## config.mk

```make
export PLATFORM = sky130hd
export DESIGN_NAME = i2c_regfile_arb_flat
export DESIGN_NICKNAME = d
export VERILOG_FILES = /design/src/rtl/i2c_regfile_arb_pkg.sv /design/src/rtl/i2c_regfile_arb_if.sv /design/src/rtl/i2c_regfile_arb_ptr_ctl.sv /design/src/rtl/i2c_regfile_arb.sv /design/src/flat_wrapper.sv
export SDC_FILE = /design/constraint.sdc
export NUM_CORES = 1
export LEC_CHECK = 0
export BUFFER_PORTS_ARGS = -buffer_cell sky130_fd_sc_hd__buf_2
export CAP_MARGIN = 20
export CORE_MARGIN = 1.5
export CORE_UTILIZATION = 47
export CTS_CLUSTER_DIAMETER = 120
export DETAILED_ROUTE_END_ITERATION = 6
export PLACE_DENSITY = 0.76
export SLEW_MARGIN = 20
export SYNTH_ARGS = -nofsm -noshare
export SYNTH_HDL_FRONTEND = slang
export SYNTH_SLANG_ARGS = --single-unit
```

## constraint.sdc

```tcl
create_clock -name clk -period 2.2 [get_ports clk]
set_input_delay 0.11 -clock clk [delete_from_list [all_inputs] [get_ports clk]]
set_output_delay 0.11 -clock clk [all_outputs]
set_load 0.01 [all_outputs]
```

## src/rtl/i2c_regfile_arb_pkg.sv

```systemverilog
// Shared definitions for the I2C register-file arbiter.
//   BYTE_W  : data width of the register file and all byte paths
//   gnt_e   : which requester owns the RAM port in the current cycle
//   state_e : arbiter FSM states
package i2c_regfile_arb_pkg;

    localparam int BYTE_W = 8;

    typedef enum logic [1:0] {
        GNT_NONE = 2'd0,
        GNT_I2CW = 2'd1,
        GNT_PF   = 2'd2,
        GNT_HOST = 2'd3
    } gnt_e;

    typedef enum logic [1:0] {
        ST_IDLE     = 2'd0,
        ST_PF_WAIT  = 2'd1,   // prefetch data returning from RAM
        ST_HRD_WAIT = 2'd2,   // host read data returning from RAM
        ST_HACK     = 2'd3    // host_ack presented this cycle
    } state_e;

endpackage

```

## src/rtl/i2c_regfile_arb_if.sv

```systemverilog
// Local host bus into the register-file arbiter.
//   master : host side (drives req/we/addr/wdat, receives ack/rdat)
//   slave  : arbiter side
// host_req is held until host_ack; we/addr/wdat are stable while requesting.
interface i2c_regfile_arb_if
    import i2c_regfile_arb_pkg::*;
#(
    parameter int LD_NBYTES = 3
) ();

    logic                 host_req;
    logic                 host_we;
    logic [LD_NBYTES-1:0] host_addr;
    logic [BYTE_W-1:0]    host_wdat;
    logic                 host_ack;
    logic [BYTE_W-1:0]    host_rdat;

    modport master (
        output host_req, host_we, host_addr, host_wdat,
        input  host_ack, host_rdat
    );

    modport slave (
        input  host_req, host_we, host_addr, host_wdat,
        output host_ack, host_rdat
    );

endinterface

```

## src/rtl/i2c_regfile_arb_ptr_ctl.sv

```systemverilog
// I2C strobe decoder: owns the auto-increment index pointer, the
// "first write after addressing sets the index" flag and the pending
// write/prefetch requests toward the arbiter.
//   clk, rst            : clock, synchronous active-high reset
//   i2c_as/rs/ws        : slave strobes (priority as > ws > rs)
//   i2c_wdat            : byte received with i2c_ws
//   wr_gnt, pf_gnt      : arbiter accepted the pending write / prefetch
//   host_hit            : host write granted at the current pointer
//   ptr                 : current index
//   wr_pend/addr/data   : latched I2C write awaiting the RAM port
//   pf_pend             : cached byte at ptr must be (re)fetched
//   ptr_chg             : a ws/rs strobe was accepted this cycle
module i2c_regfile_arb_ptr_ctl
    import i2c_regfile_arb_pkg::*;
#(
    parameter int LD_NBYTES = 3
) (
    input  logic                 clk,
    input  logic                 rst,
    input  logic                 i2c_as,
    input  logic                 i2c_rs,
    input  logic                 i2c_ws,
    input  logic [BYTE_W-1:0]    i2c_wdat,
    input  logic                 wr_gnt,
    input  logic                 pf_gnt,
    input  logic                 host_hit,
    output logic [LD_NBYTES-1:0] ptr,
    output logic                 wr_pend,
    output logic [LD_NBYTES-1:0] wr_addr,
    output logic [BYTE_W-1:0]    wr_data,
    output logic                 pf_pend,
    output logic                 ptr_chg
);

    logic [LD_NBYTES-1:0] ptr_q;
    logic                 as_seen_q;
    logic                 wr_pend_q;
    logic [LD_NBYTES-1:0] wr_addr_q;
    logic [BYTE_W-1:0]    wr_data_q;
    logic                 pf_pend_q;

    // An address match masks any coincident ws/rs.
    assign ptr_chg = !i2c_as && (i2c_ws || i2c_rs);

    always_ff @(posedge clk) begin
        if (rst) begin
            ptr_q     <= '0;
            as_seen_q <= 1'b0;
            wr_pend_q <= 1'b0;
            wr_addr_q <= '0;
            wr_data_q <= '0;
            pf_pend_q <= 1'b1;   // fetch mem[0] right after reset
        end else begin
            // Grants retire requests; a new request in the same cycle wins.
            wr_pend_q <= wr_pend_q && !wr_gnt;
            pf_pend_q <= (pf_pend_q && !pf_gnt) || host_hit;

            if (i2c_as) begin
                as_seen_q <= 1'b1;
            end else if (i2c_ws) begin
                pf_pend_q <= 1'b1;
                if (as_seen_q) begin
                    ptr_q     <= i2c_wdat[LD_NBYTES-1:0];
                    as_seen_q <= 1'b0;
                end else begin
                    wr_pend_q <= 1'b1;
                    wr_addr_q <= ptr_q;
                    wr_data_q <= i2c_wdat;
                    ptr_q     <= ptr_q + LD_NBYTES'(1);
                end
            end else if (i2c_rs) begin
                as_seen_q <= 1'b0;
                ptr_q     <= ptr_q + LD_NBYTES'(1);
                pf_pend_q <= 1'b1;
            end
        end
    end

    assign ptr     = ptr_q;
    assign wr_pend = wr_pend_q;
    assign wr_addr = wr_addr_q;
    assign wr_data = wr_data_q;
    assign pf_pend = pf_pend_q;

endmodule

```

## src/rtl/i2c_regfile_arb.sv

```systemverilog
// Register-file controller/arbiter behind an I2C slave. One external
// single-port RAM (1-cycle read latency) is shared between I2C writes,
// the prefetch of the byte at the I2C pointer, and a local host bus.
//   clk, rst            : clock, synchronous active-high reset
//   i2c_as/rs/ws/wdat   : slave strobes and received byte
//   i2c_rdat(_vld)      : prefetched byte at ptr for the slave's dat_in
//   host                : host bus (slave modport)
//   mem_*               : RAM port
//   ptr                 : current I2C index (debug)
// Fixed RAM priority: I2C write > prefetch > host.
module i2c_regfile_arb
    import i2c_regfile_arb_pkg::*;
#(
    parameter int LD_NBYTES = 3
) (
    input  logic                 clk,
    input  logic                 rst,
    input  logic                 i2c_as,
    input  logic                 i2c_rs,
    input  logic                 i2c_ws,
    input  logic [BYTE_W-1:0]    i2c_wdat,
    output logic [BYTE_W-1:0]    i2c_rdat,
    output logic                 i2c_rdat_vld,
    i2c_regfile_arb_if.slave     host,
    output logic                 mem_en,
    output logic                 mem_we,
    output logic [LD_NBYTES-1:0] mem_addr,
    output logic [BYTE_W-1:0]    mem_wdat,
    input  logic [BYTE_W-1:0]    mem_rdat,
    output logic [LD_NBYTES-1:0] ptr
);

    state_e               state_q;
    gnt_e                 gnt;
    logic                 pf_ok_q;
    logic [BYTE_W-1:0]    rdat_q;
    logic                 rdat_vld_q;
    logic [BYTE_W-1:0]    host_rdat_q;

    logic                 wr_pend;
    logic [LD_NBYTES-1:0] wr_addr;
    logic [BYTE_W-1:0]    wr_data;
    logic                 pf_pend;
    logic                 ptr_chg;
    logic                 host_hit;
    logic                 inval;

    i2c_regfile_arb_ptr_ctl #(
        .LD_NBYTES (LD_NBYTES)
    ) u_ptr_ctl (
        .clk      (clk),
        .rst      (rst),
        .i2c_as   (i2c_as),
        .i2c_rs   (i2c_rs),
        .i2c_ws   (i2c_ws),
        .i2c_wdat (i2c_wdat),
        .wr_gnt   (gnt == GNT_I2CW),
        .pf_gnt   (gnt == GNT_PF),
        .host_hit (host_hit),
        .ptr      (ptr),
        .wr_pend  (wr_pend),
        .wr_addr  (wr_addr),
        .wr_data  (wr_data),
        .pf_pend  (pf_pend),
        .ptr_chg  (ptr_chg)
    );

    // Grant from registered flags. A ws/rs arriving this cycle will raise
    // pending I2C work next cycle, so the host is held off to let that
    // work go first. The host is not re-sampled while its own access is
    // still completing (HRD_WAIT/HACK).
    always_comb begin
        gnt = GNT_NONE;
        if (!rst && state_q != ST_HRD_WAIT) begin
            if (wr_pend) begin
                gnt = GNT_I2CW;
            end else if (pf_pend) begin
                gnt = GNT_PF;
            end else if (host.host_req && state_q != ST_HACK &&
                         !i2c_ws && !i2c_rs) begin
                gnt = GNT_HOST;
            end
        end
    end

    assign host_hit = (gnt == GNT_HOST) && host.host_we && (host.host_addr == ptr);
    // Anything that makes the cached byte stale.
    assign inval    = ptr_chg || host_hit;

    always_comb begin
        mem_en   = (gnt != GNT_NONE);
        mem_we   = (gnt == GNT_I2CW) || ((gnt == GNT_HOST) && host.host_we);
        mem_addr = '0;
        mem_wdat = '0;
        case (gnt)
            GNT_I2CW: begin
                mem_addr = wr_addr;
                mem_wdat = wr_data;
            end
            GNT_PF: begin
                mem_addr = ptr;
            end
            GNT_HOST: begin
                mem_addr = host.host_addr;
                mem_wdat = host.host_wdat;
            end
            default: ;
        endcase
    end

    always_ff @(posedge clk) begin
        if (rst) begin
            state_q     <= ST_IDLE;
            pf_ok_q     <= 1'b0;
            rdat_q      <= '0;
            rdat_vld_q  <= 1'b0;
            host_rdat_q <= '0;
        end else begin
            case (gnt)
                GNT_PF: begin
                    state_q <= ST_PF_WAIT;
                    // A strobe in the grant cycle already moved ptr.
                    pf_ok_q <= !inval;
                end
                GNT_HOST: begin
                    state_q <= host.host_we ? ST_HACK : ST_HRD_WAIT;
                end
                default: begin
                    state_q <= (state_q == ST_HRD_WAIT) ? ST_HACK : ST_IDLE;
                end
            endcase

            if (state_q == ST_HRD_WAIT) begin
                host_rdat_q <= mem_rdat;
            end

            // Returned prefetch data is only trusted if nothing disturbed
            // the pointer or the addressed byte in either cycle.
            if (inval) begin
                rdat_vld_q <= 1'b0;
            end else if (state_q == ST_PF_WAIT && pf_ok_q) begin
                rdat_q     <= mem_rdat;
                rdat_vld_q <= 1'b1;
            end
        end
    end

    assign i2c_rdat       = rdat_q;
    assign i2c_rdat_vld   = rdat_vld_q;
    assign host.host_ack  = (state_q == ST_HACK);
    assign host.host_rdat = host_rdat_q;

endmodule

```

## src/flat_wrapper.sv

```systemverilog
// flat-port wrapper written by rule: the top's interface ports become plain ports
module i2c_regfile_arb_flat import i2c_regfile_arb_pkg::*;
#(
    parameter int LD_NBYTES = 3
)
  (clk, rst, i2c_as, i2c_rs, i2c_ws, i2c_wdat, i2c_rdat, i2c_rdat_vld, mem_en, mem_we, mem_addr, mem_wdat, mem_rdat, ptr, host_host_req, host_host_we, host_host_addr, host_host_wdat, host_host_ack, host_host_rdat);
  i2c_regfile_arb_if #(.LD_NBYTES(LD_NBYTES)) host_i ();
  input  logic clk;
  input  logic rst;
  input  logic i2c_as;
  input  logic i2c_rs;
  input  logic i2c_ws;
  input  logic [BYTE_W-1:0] i2c_wdat;
  output logic [BYTE_W-1:0] i2c_rdat;
  output logic i2c_rdat_vld;
  output logic mem_en;
  output logic mem_we;
  output logic [LD_NBYTES-1:0] mem_addr;
  output logic [BYTE_W-1:0] mem_wdat;
  input  logic [BYTE_W-1:0] mem_rdat;
  output logic [LD_NBYTES-1:0] ptr;
  input wire logic [$bits(host_i.host_req)-1:0] host_host_req;
  input wire logic [$bits(host_i.host_we)-1:0] host_host_we;
  input wire logic [$bits(host_i.host_addr)-1:0] host_host_addr;
  input wire logic [$bits(host_i.host_wdat)-1:0] host_host_wdat;
  output wire logic [$bits(host_i.host_ack)-1:0] host_host_ack;
  output wire logic [$bits(host_i.host_rdat)-1:0] host_host_rdat;
  assign host_i.host_req = host_host_req;
  assign host_i.host_we = host_host_we;
  assign host_i.host_addr = host_host_addr;
  assign host_i.host_wdat = host_host_wdat;
  assign host_host_ack = host_i.host_ack;
  assign host_host_rdat = host_i.host_rdat;
  i2c_regfile_arb #(.LD_NBYTES(LD_NBYTES)) u_core (.clk(clk), .rst(rst), .i2c_as(i2c_as), .i2c_rs(i2c_rs), .i2c_ws(i2c_ws), .i2c_wdat(i2c_wdat), .i2c_rdat(i2c_rdat), .i2c_rdat_vld(i2c_rdat_vld), .host(host_i), .mem_en(mem_en), .mem_we(mem_we), .mem_addr(mem_addr), .mem_wdat(mem_wdat), .mem_rdat(mem_rdat), .ptr(ptr));
endmodule
```

==> results of run 1 <==
==> final cells by class <==
class / count / area share
multi-input combinational: 146 / 0.395
sequential: 37 / 0.334
timing repair buffer: 82 / 0.209
tap: 46 / 0.0259
clock buffer: 7 / 0.0248
inverter: 6 / 0.0102
==> worst reg2reg max path: stages, from the launching register on <==
cell and delay, ns:
dfxtp_2 0.35, or4b_4 0.55, nor4_4 0.23, buf_6 0.21
a21oi_4 0.14, mux2i_1 0.15
==> cells by family (layout without fill, tap and decap cells) <==
kind of cell / after synthesis / in the layout / share of synthesized area
xor gates and xnor gates: 3 / 3 / 0.0155
and+or+nand+nor: 87 / 87 / 0.259
adders and majority gates: 1 / 1 / 0.00740
AOI/OAI and AO/OA: 46 / 46 / 0.180
buffers and inverters: 18 / 95 / 0.0466
muxes: 9 / 9 / 0.0533
DFF: 37 / 37 / 0.438
==> registers in the layout (all words and copies together), names as in the netlist <==
name / cells
u_core.host.host_rdat: 8
u_core.i2c_rdat: 8
u_core.i2c_rdat_vld: 1
u_core.pf_ok_q: 1
u_core.state_q: 2
u_core.u_ptr_ctl.as_seen_q: 1
u_core.u_ptr_ctl.pf_pend: 1
u_core.u_ptr_ctl.ptr: 3
u_core.u_ptr_ctl.wr_addr: 3
u_core.u_ptr_ctl.wr_data: 8
u_core.u_ptr_ctl.wr_pend: 1
==> per-stage QoR <==
step	hold slack, ns	TNS [ns]	instance area [µm²]	instances
global route	0.0114	-0.00948	2220	324
global placement	0.354	0	2110	311
finish	0.0114	0	2220	324
detailed placement	0.360	0	2110	311
floorplan	0.246	0	1690	201
CTS	0.00346	0	2220	323
==> power groups by stage <==
stage	clock network (W)	logic (W)	registers [W]
2_1_floorplan	0	0.0000896	0.000727
3_3_place_gp	0	0.000162	0.000728
3_5_place_dp	0	0.000163	0.000728
4_1_cts	0.000369	0.000171	0.000713
5_1_grt	0.000398	0.000188	0.000717
6_report	0.000365	0.000171	0.000714
==> cells in the final DEF (no fill, tap or decap), drive strengths merged, types with 3 or more instances in the layout <==
| master | instances |
|---|---|
| o21ai | 3 |
| a222oi | 3 |
| nor2 | 10 |
| a21oi | 26 |
| dlygate4sd3 | 5 |
| clkbuf | 7 |
| nor3 | 3 |
| xor2 | 3 |
| mux2i | 9 |
| dfxtp | 37 |
| nand2 | 43 |
| buf | 77 |
| nand2b | 17 |
| inv | 6 |
| a311oi | 3 |
| a22o | 8 |
==> metal layers <==
layer	up-vias	GRT usage
met4	0	0.0806
met1	767	0.259
met3	9	0.0450
met5	-	0
li1	839	-
met2	76	0.359
==> path summary, 6_finish.rpt <==
path,from,endpoint,slack [ns],cells past startpoint
hold reg to reg,u_core.host.host_rdat[3],u_core.host.host_rdat[3],0.45,2
hold / removal,i2c_wdat[2],u_core.u_ptr_ctl.wr_data[2],0.01,3
setup reg to reg,u_core.state_q[1],u_core.i2c_rdat[3],0.45,5
setup / recovery,u_core.state_q[1],mem_addr[1],0.1,6
==> timing repair <==
| action | 4_1_cts | 5_1_grt |
|---|---|---|
| setup buffers | 0 | 2 |
| endpoints found under the setup margin | 6 | 8 |
| resized for setup | 1 | 2 |
| hold buffers | 5 | 0 |
| hold endpoints to repair | 5 | 0 |
| pin swaps | 0 | 1 |
==> flow_summary.yaml, run 1 <==
timing:
  final-max-slew-violation-count: 0
  fmax_ghz: 0.476
  min_period_ns: 2.10
  hold_viol: 0
  worst_slew_pin_slew_ns: 0.462
  fin_crit_sh: 0.956
  fin_skew_ns: 0.0111
  setup_ws_ns: 0.0975
  slew_headroom: 0.692
  setup_viol: 0
global_route:
  grt_pass1_wl_um: 6630
  grt_pass1_vias: 1515
  grt_usage: 0.211
  grt_overflow: 0
  antenna_found_initial: 0
  grt_max_degree: 24
die:
  start_util: 0.499
  coreArea_um2: 3390
  io_pins: 68
  die_h_um: 63.0
  die_w_um: 63.0
  core.rowCount: 21
  dieArea_um2: 3970
finish:
  antenna_cells: 0
  regArea_um2: 742
  fill_cells: 311
  multi_input_area_um2: 877
  syn2layout_area_growth_pct: 31.1
  layout-drive-gt1-share: 0.320
  post-route-util: 0.654
  nets: 313
setup_path:
  worstSetupStartpointType: "flop"
  cpPeakStageDelay_ns: 0.55
  critPathArrivalTime_ns: 1.99
  path_delay_family: "simple AND/OR/NAND/NOR gates"
  crit_chain: "or4b_4 -> nor4_4 -> buf_6 -> a222oi_1 -> inv_1 -> buf_2"
  cp.required_ns: 2.09
  worst-setup-path-type: "flop to primary output"
  slowest_stage: "or4b_4"
  cp_max_fo: 15
  cp_num_buf_inv: 3
  critPathCaptureType: "primary output"
synthesis:
  yosys.area.top_type: "dfxtp_1"
  synth_common_cells: "43 x nand2_1, 37 x dfxtp_1, 25 x a21oi_1"
  yosysWarningCount: 0
  yosysUniqueCellTypes: 33
  netlist_area_um2: 1690
  synth_nets: 236
  syn_avg_cell_area_um2: 8.42
  synthCells: 201
  synth_enable_flop_cells: 0
  synth_top_area_frac: 0.438
  synth_most_common_cell: "nand2_1"
  synth-main-ff-cell: "dfxtp_1"
  ys_ff_latch: 37
  seq_area_frac_synth: 0.438
  async_flop_share: 0
  synth_area_leaders: "dfxtp_1 44%, nand2_1 9.5%, a21oi_1 7.4%"
clocking:
  cts_sinks: 37
  tritoncts: "built"
  cts_buffers: 5
  clk_pin_slew_ns: 0.11
  clockBufferDepth: 2
  clock_latency_ns: 0.34
  cts_max_level: 2
  clockRootBuffer: "clkbuf_4"
detailed_routing:
  drt_wl_total_um: 4130
  ant_nets: 0
  first_iter_violations: 70
  route.met2.wl_um: 1880
  wire_per_inst_um: 12.8
  drc_errors: 0
  viasPerCell: 5.22
  drt_first_pass_iters: 4
  vias: 1691
  top_layer: "met4"
  met1_length_um: 1870
  wl_met3_um: 311
pwr:
  p_int_w: 0.000925
  power_density_nw_per_um2: 563
  seqPwrFrac: 0.571
  netSwitchingFraction: 0.260
  power_frac_comb: 0.137
  p_total_w: 0.00125
  leakage_nw: 1.02
  clockPowerShare: 0.292
  switchingPower_w: 0.000324
  ir_drop_v: 0.000265
place:
  place_ws_ns: 0.372
  hpwlAfterDp_um: 2950
  gp_congestion: 0.843
  port_buffers: 67
status:
  status: "finished, final reports clean"
run:
  max_cap_violations: 0
worst_hold_path:
  min_path_type: "input pin to flop"
Note: power is estimated with default switching activity, not from simulation.
==> run 2, diff against run 1 <==
--- a/config.mk
+++ b/config.mk
@@ -7,6 +7,7 @@
 export LEC_CHECK = 0
 export BUFFER_PORTS_ARGS = -buffer_cell sky130_fd_sc_hd__buf_2
 export CAP_MARGIN = 20
+export CORE_ASPECT_RATIO = 2
 export CORE_MARGIN = 1.5
 export CORE_UTILIZATION = 47
 export CTS_CLUSTER_DIAMETER = 120
==> run 2 against run 1 <==
Compared with the run above: fmax increased by 8.0%; critical path type unchanged; register-to-register slack about the same; sequential power barely moved.
==> flow_summary.yaml, run 2 (synthesized netlist as in run 1, its figures left out) <==
status:
  status: "finished, final reports clean"
clocking:
  clk_pin_slew_ns: 0.07
  post-cts-setup-buffers: 0
  tritoncts: "built"
  cts_max_level: 2
  cts.repair.resized: 0
  clockBufferDepth: 2
  clock_latency_ns: 0.28
  cts_buffers: 5
  clockRootBuffer: "clkbuf_8"
  cts_sinks: 37
  cts_hold_buf: 0
timing:
  min_period_ns: 1.95
  tns_ns: 0
  fin_crit_sh: 0.885
  holdWs_ns: 0.0659
  final-max-slew-violation-count: 0
  setup_viol: 0
  fmax_ghz: 0.514
  fin_skew_ns: 0.00327
  worst_slew_pin_slew_ns: 0.726
  rsz0062_at_grt: "false"
  slew_headroom: 0.512
  hold_viol: 0
  setup_ws_ns: 0.254
finish:
  multi_input_area_um2: 872
  layout_commonest_cell: "buf_2"
  fill_cells: 323
  mostFrequentLayoutCells: "67 x buf_2, 43 x nand2_1, 37 x dfxtp_1"
  nets: 305
  antenna_cells: 0
  regArea_um2: 741
  layout-drive-gt1-share: 0.311
  fin_cells: 318
  syn2layout_area_growth_pct: 28.3
global_route:
  grt_pass1_wl_um: 6410
  antenna_found_initial: 0
  grt_pass1_vias: 1483
  grt_overflow: 0
  grt_max_degree: 28
  grt_usage: 0.217
detailed_routing:
  wire_per_inst_um: 12.7
  drt_first_pass_iters: 5
  viasPerCell: 5.11
  drc_errors: 0
  drt_wl_total_um: 4040
  first_iter_violations: 46
  ant_nets: 0
  vias: 1625
pwr:
  leakage_nw: 0.997
  p_total_w: 0.00134
  ir_drop_v: 0.000475
  power_density_nw_per_um2: 616
die:
  core.rowCount: 30
  die_w_um: 45.4
  start_util: 0.495
  dieArea_um2: 3990
  io_pins: 68
  coreArea_um2: 3420
  die_h_um: 87.8
place:
  port_buffers: 67
  numPlacedInstances: 311
  gp_congestion: 0.814
  hpwlAfterDp_um: 3110
  place_ws_ns: 0.471
setup_path:
  worstSetupStartpointType: "flop"
  r2r_start: "u_core.u_ptr_ctl.ptr[0]"
  worstReg2RegEnd: "u_core.i2c_rdat[4]"
  cp.required_ns: 2.09
  r2r_slack_ns: 0.44
  critPathArrivalTime_ns: 1.84
  worst-setup-path-type: "flop to primary output"
  critPathCaptureType: "primary output"
  cp_max_fo: 9
  r2r_cells: 4
worst_hold_path:
  hold_depth: 3
  timing.hold.worst_endpoint: "u_core.u_ptr_ctl.wr_data[3]"
  min_path_type: "input pin to flop"
  hp-start: "i2c_wdat[3]"
run:
  max_cap_violations: 0
## run 2: cell count changes in the layout (fill, tap and decap cells not counted), sizes merged
cell         delta
dlygate4sd3     -5
buf             -3
## run 2: how the worst max path moves through the flow
stage	start	cells after the start	to	slack [ns]
6_report	u_core.u_ptr_ctl.wr_pend	5	mem_wdat[3]	0.25
5_1_grt	u_core.state_q[1]	7	mem_addr[2]	0.1
4_1_cts	u_core.state_q[1]	5	mem_wdat[3]	0.23
3_5_place_dp	u_core.u_ptr_ctl.ptr[0]	4	u_core.i2c_rdat[4]	0.47
3_3_place_gp	u_core.u_ptr_ctl.ptr[0]	4	u_core.i2c_rdat[0]	0.50
2_1_floorplan	u_core.state_q[1]	4	mem_wdat[0]	0.54
## run 2: area by class of cell
| type | instances | area share |
|---|---|---|
| flip-flops and latches | 37 | 0.341 |
| repair buffers | 74 | 0.179 |
| clock buffers | 7 | 0.0398 |
| multi-input cells | 146 | 0.402 |
| inverters | 6 | 0.0104 |
| well taps | 48 | 0.0277 |
## run 2: critical path, stage by stage, from the launching register on
cell and delay (ns):
dfxtp_1 0.48, inv_1 0.09, nor3_1 0.44, buf_4 0.26
a22o_1 0.15, buf_2 0.12
## run 2: stage by stage
| step | util | area, µm² |
|---|---|---|
| 4_1_cts | 0.635 | 2170 |
| 2_1_floorplan | - | 1690 |
| 3_3_place_gp | 0.610 | 2080 |
| 5_1_grt | 0.635 | 2170 |
| 6_report | 0.635 | 2170 |
| 3_5_place_dp | 0.610 | 2080 |
## run 2: power breakdown
part,total [W],internal (W),switching (W),leakage [nW]
Sequential,0.000713,0.000692,0.0000209,0.301
Clock,0.000464,0.000248,0.000216,0.0443
Combinational,0.000158,0.0000733,0.0000849,0.652
Total,0.00134,0.00101,0.000322,0.997
## run 2: routing by layer
layer	share of wire	global-route usage
met5	0	0
met2	0.56	0.387
met4	0.017	0.0989
met3	0.039	0.0536
met1	0.39	0.224
